$ cat src/rtl/cci_mpf_req_idx_alloc.sv
// Shared free-list allocator for temporally unique request indices.
// Two round-robin allocation clients, two free ports, and sticky double-free detection.
module cci_mpf_req_idx_alloc #(
    parameter int unsigned MAX_ACTIVE_REQS     = 128,
    parameter int unsigned ALM_EMPTY_THRESHOLD = 4
) (
    input  logic                               clk,
    input  logic                               reset_n,
    output logic                               rdy,
    input  logic [1:0]                         alloc_req,
    output logic [1:0]                         alloc_gnt,
    output logic [$clog2(MAX_ACTIVE_REQS)-1:0] alloc_idx,
    input  logic [1:0]                         free_en,
    input  logic [$clog2(MAX_ACTIVE_REQS)-1:0] free_idx0,
    input  logic [$clog2(MAX_ACTIVE_REQS)-1:0] free_idx1,
    output logic [$clog2(MAX_ACTIVE_REQS):0]   n_free,
    output logic                               alm_empty,
    output logic                               err_double_free
);

    localparam int unsigned IdxW = $clog2(MAX_ACTIVE_REQS);

    typedef logic [IdxW-1:0] idx_t;
    typedef logic [IdxW:0]   cnt_t;
    typedef enum logic [0:0] {StInit, StRun} state_e;

    state_e                     state_q;
    idx_t                       init_cnt_q;
    idx_t                       head_q;
    idx_t                       tail_q;
    cnt_t                       n_free_q;
    cnt_t                       n_free_d;
    logic [MAX_ACTIVE_REQS-1:0] in_use_q;
    logic [MAX_ACTIVE_REQS-1:0] in_use_d;
    logic                       err_q;
    logic                       last_q;
    idx_t                       fifo_q [MAX_ACTIVE_REQS];

    logic grant;
    logic ok0;
    logic ok1;
    logic dbl_free;

    assign rdy             = (state_q == StRun);
    assign alloc_idx       = fifo_q[head_q];
    assign grant           = |alloc_gnt;
    assign n_free          = n_free_q;
    assign alm_empty       = (n_free_q <= cnt_t'(ALM_EMPTY_THRESHOLD));
    assign err_double_free = err_q;

    // A same-cycle duplicate on port 1 is rejected so an index is never pushed twice.
    assign ok0 = rdy && free_en[0] && in_use_q[free_idx0];
    assign ok1 = rdy && free_en[1] && in_use_q[free_idx1] && !(ok0 && (free_idx0 == free_idx1));
    assign dbl_free = rdy && ((free_en[0] && !ok0) || (free_en[1] && !ok1));

    // last_q holds the most recent winner; on contention the other client wins.
    always_comb begin
        alloc_gnt = 2'b00;
        if (rdy && (n_free_q != '0)) begin
            unique case (alloc_req)
                2'b01:   alloc_gnt = 2'b01;
                2'b10:   alloc_gnt = 2'b10;
                2'b11:   alloc_gnt = last_q ? 2'b01 : 2'b10;
                default: alloc_gnt = 2'b00;
            endcase
        end
    end

    always_comb begin
        in_use_d = in_use_q;
        if (grant) in_use_d[alloc_idx] = 1'b1;
        if (ok0)   in_use_d[free_idx0] = 1'b0;
        if (ok1)   in_use_d[free_idx1] = 1'b0;
        n_free_d = n_free_q - cnt_t'(grant) + cnt_t'(ok0) + cnt_t'(ok1);
    end

    // Free-list storage has no reset so it can map to distributed RAM.
    always_ff @(posedge clk) begin
        if (state_q == StInit) begin
            fifo_q[init_cnt_q] <= init_cnt_q;
        end else begin
            if (ok0) fifo_q[tail_q] <= free_idx0;
            if (ok1) fifo_q[tail_q + idx_t'(ok0)] <= free_idx1;
        end
    end

    always_ff @(posedge clk) begin
        if (!reset_n) begin
            state_q    <= StInit;
            init_cnt_q <= '0;
            head_q     <= '0;
            tail_q     <= '0;
            n_free_q   <= '0;
            in_use_q   <= '0;
            err_q      <= 1'b0;
            last_q     <= 1'b1;
        end else begin
            unique case (state_q)
                StInit: begin
                    init_cnt_q <= init_cnt_q + idx_t'(1);
                    if (init_cnt_q == idx_t'(MAX_ACTIVE_REQS - 1)) begin
                        state_q  <= StRun;
                        n_free_q <= cnt_t'(MAX_ACTIVE_REQS);
                    end
                end
                StRun: begin
                    if (grant) begin
                        head_q <= head_q + idx_t'(1);
                        last_q <= alloc_gnt[1];
                    end
                    tail_q   <= tail_q + idx_t'(ok0) + idx_t'(ok1);
                    n_free_q <= n_free_d;
                    in_use_q <= in_use_d;
                    if (dbl_free) err_q <= 1'b1;
                end
                default: state_q <= StInit;
            endcase
        end
    end

endmodule

$ cat config.mk
export PLATFORM = sky130hd
export DESIGN_NAME = cci_mpf_req_idx_alloc
export DESIGN_NICKNAME = d
export VERILOG_FILES = /design/src/rtl/cci_mpf_req_idx_alloc.sv
export SDC_FILE = /design/constraint.sdc
export NUM_CORES = 2
export LEC_CHECK = 0
export ABC_AREA = 1
export CORE_UTILIZATION = 33
export CTS_CLUSTER_SIZE = 10
export DETAILED_ROUTE_END_ITERATION = 7
export GPL_TIMING_DRIVEN = 0
export PLACE_DENSITY = 0.52
export REMOVE_ABC_BUFFERS = 1
export SLEW_MARGIN = 30
export SYNTH_ARGS = -nofsm -noshare
export SYNTH_HDL_FRONTEND = slang
export SYNTH_SLANG_ARGS = --single-unit
$ cat constraint.sdc
create_clock -name clk -period 5.6 [get_ports clk]
set_input_delay 0.84 -clock clk [delete_from_list [all_inputs] [get_ports clk]]
set_output_delay 0.84 -clock clk [all_outputs]
set_load 0.01 [all_outputs]
==> impl_metrics.tcl <==
set metrics [dict create \
    status "completed" \
    p_sw_share_pct 24.9 \
    wl_per_cell_um 23.7 \
    synth_edf_count 896 \
    grt_busiest_layer "met2" \
    hold_viol 0 \
    grt_use_met2_pct 39.1 \
    gr-usage-met1_pct 34.9 \
    max-clock-path-buffers 3 \
    cts-root-buf "clkbuf_16" \
    synthArstFlopShare_pct 0 \
    clock_sinks 1063 \
    yosysTopAreaCell "edfxtp_1" \
    cp.arrival_ns 4.70 \
    cap_violations 0 \
    rsz0062_at_grt "true" \
    dp_hpwl_um 147000 \
    maxSlewViolCount 0 \
    required_ns 4.76 \
    ys_top_cells_by_area "edfxtp_1 44%, nand2_1 16%, o21ai_0 7.2%, dfxtp_1 5.4%, o21ai_1 4.8%" \
    final_layout_size_suffix_gt1_share_pct 8.88 \
    grt_overflow 0 \
    synthMostInstantiatedCell "nand2_1" \
    final_util_pct 38.2 \
    p_sw_mw 4.43 \
    io_buffer_count 39 \
    synthTopCellsByCount "2,681 x nand2_1, 896 x edfxtp_1, 887 x o21ai_0, 712 x nor2_1, 596 x o21ai_1" \
    ys.flop_type "edfxtp_1" \
    fmax_ghz 0.180 \
    hold_path.class "input port to register" \
    synth_cell_types 43 \
    design_area_um2 70900 \
    insertion_delay_ns 0.80 \
    antenna_found_initial 1 \
    cts_tree "built" \
    p_leak_nw 25.9 \
    initial_core_util_pct 33.2 \
    cp-start-kind "register" \
    netlist_area_um2 61600 \
    worstSetupPathType "register to output port" \
    pwr-share-comb_pct 6.2 \
    relSlewSlack_pct 25.9 \
    fp.coreArea_um2 185000 \
    ios 40 \
    worst_ir_drop_vdd_uv 263 \
    firstDrtPassIters 6 \
    cts_buffers 133 \
    rows 158 \
    syn_avg_cell_area_um2 7.54 \
    grt_pass1_vias 53200 \
    wirelength_um 246000 \
    yosysSeqAreaShare_pct 49.1 \
    end_kind "output port" \
    cp_max_fo 59 \
    period_minus_slack_ns 5.54 \
    vias 57500 \
    multi_input_area_um2 27500 \
    finalCritPeriodShare_pct 99.0 \
    r2r_slack_ns 0.35 \
    fillers 19000 \
    hold_buffers 0 \
    layout.nets 7881 \
    cts.clk_slew.worst_paths_ns 0.06 \
    die_h_um 434 \
    htree_levels 4 \
    setup_violations 0 \
    pwr-share-seq_pct 48.2 \
    via_per_inst 5.53 \
    drt-initial-drc-count 7261 \
    seq_area_um2 30300 \
    yosysWarnings 0 \
    p_total_mw 17.8 \
    antenna_left 0 \
    remaining_drc_errors 0 \
    synthToLayoutAreaGrowth_pct 15.1 \
    clkPwrFrac_pct 45.6 \
    finClkSkew_ns 0.0553 \
    grtUsageMet3_pct 4.76 \
    grt_pass1_wl_um 357000 \
    grt_max_degree 96 \
    p_per_area_nw_per_um2 250 \
    cellInternalPower_mw 13.3 \
    synth_top_area_share_pct 43.7 \
    tightest_slew_ns 1.11 \
    die_width_um 434 \
    dieArea_um2 188000 \
    syn_inst 8171 \
    placed_area_um2 65300 \
    grt_usage_pct 25.5 \
    synth_seq_cells 1063 \
    gp_congestion 0.862 \
]
-- timing repair --
action	CTS	global route
pin swaps	9	11
resized for setup	122	49
gates cloned	13	3
buffers inserted	25	31
setup endpoints to repair	1696	1194
-- layout make-up --
| type | count | area share, % |
|---|---|---|
| Antenna cell | 2 | 0.00706 |
| Clock buffer | 179 | 5.07 |
| Clock inverter | 28 | 0.416 |
| Inverter | 404 | 2.31 |
| Multi-Input combinational cell | 6008 | 38.8 |
| Sequential cell | 1063 | 42.7 |
| Tap cell | 2480 | 4.38 |
| Timing Repair Buffer | 231 | 6.36 |
| Timing Repair inverter | 1 | 0.0124 |
-- metrics by stage --
| stage | setup WS [ns] | hold WS, ns | setup TNS (ns) | std cells |
|---|---|---|---|---|
| 4_1_cts | -0.00852 | 0.419 | -0.0513 | 10400 |
| 6_report | 0.0567 | 0.462 | 0 | 10400 |
| 3_3_place_gp | -38.99 | 0.465 | - | 9989 |
| 2_1_floorplan | -12.44 | 0.446 | -5547.92 | 7470 |
| 3_5_place_dp | -1.72 | 0.464 | -2080.54 | 10100 |
| 5_1_grt | -0.0323 | 0.449 | -0.212 | 10400 |
-- routing by layer --
metal | up-vias | part of all wire (%)
li1 | 26700 | -
met1 | 27200 | 41
met2 | 3056 | 44
met3 | 561 | 10
met4 | 0 | 4.6
met5 | - | 0
-- critical path, stage by stage, from the launching register on --
cell and delay [ns]:
dfxtp_4 0.38, buf_16 0.20, buf_12 0.23, inv_16 0.19, buf_16 0.23, buf_16 0.25, bufbuf_16 0.37, nor2_1 0.08
o22ai_1 0.17, nand2_1 0.07, nand3_1 0.11, nand2_1 0.10, nand2_1 0.07, nand3_1 0.25, nand2_1 0.14, nand2_1 0.07
nand2_2 0.25, clkdlybuf4s50_1 0.59
-- cells in the final DEF, fill, tap and decap left out, types with 9 or more instances in the layout --
cell type	synthesis	final
nor2_2	59	56
o22ai_1	161	159
nand2_2	41	51
clkbuf_16	0	135
o21ai_2	1	69
edfxtp_1	896	896
inv_2	63	63
dfxtp_1	167	161
clkinv_1	2	14
inv_6	0	9
buf_4	21	34
o21ai_1	596	577
nor2_1	712	689
buf_16	0	92
nand3_4	6	13
clkbuf_8	0	9
buf_12	0	41
nand3_1	498	487
clkdlybuf4s50_1	0	31
nand2_1	2681	2668
o21ai_0	887	827
xor2_1	12	10
nor3_1	17	17
a21oi_1	206	206
inv_1	339	320
clkbuf_1	358	38
o21ai_4	0	11
nand4_1	74	74
buf_8	0	11
ha_1	17	17
nor2_4	4	33
-- power by group through the flow --
stage	combinational [mW]	clock, mW	sequential, mW
2_1_floorplan	0.494	0	8.73
3_5_place_dp	1.04	0	8.73
3_3_place_gp	1.11	0	8.73
6_report	1.10	8.10	8.56
4_1_cts	1.05	8.18	8.56
5_1_grt	1.15	8.46	8.56
-- worst paths after layout --
check	from	to	depth (start not counted)
hold reg to reg	head_q[3]	register	2
hold / removal	reset_n	in_use_q[22]	3
setup reg to reg	rdy	fifo_q[89][6]	19
setup / recovery	register	alloc_idx[6]	17
-- cell families after synthesis --
kind of cell	count (synthesis)	synth area share, %
and+or+nand+nor	4107	27.1
AOI/OAI and AO/OA	1862	15.5
adders and majority gates	19	0.410
buffers and inverters	1105	7.64
DFF	1063	49.1
xor gates and xnor gates	15	0.213
-- registers in the layout (all words and copies together), names as in the netlist, named ones only --
signal	count
head_q	7
last_q	1
in_use_q	128
n_free	8
init_cnt_q	7
err_double_free	1
rdy	1
fifo_q	896
tail_q	7
(Power assumes the default switching activity.)
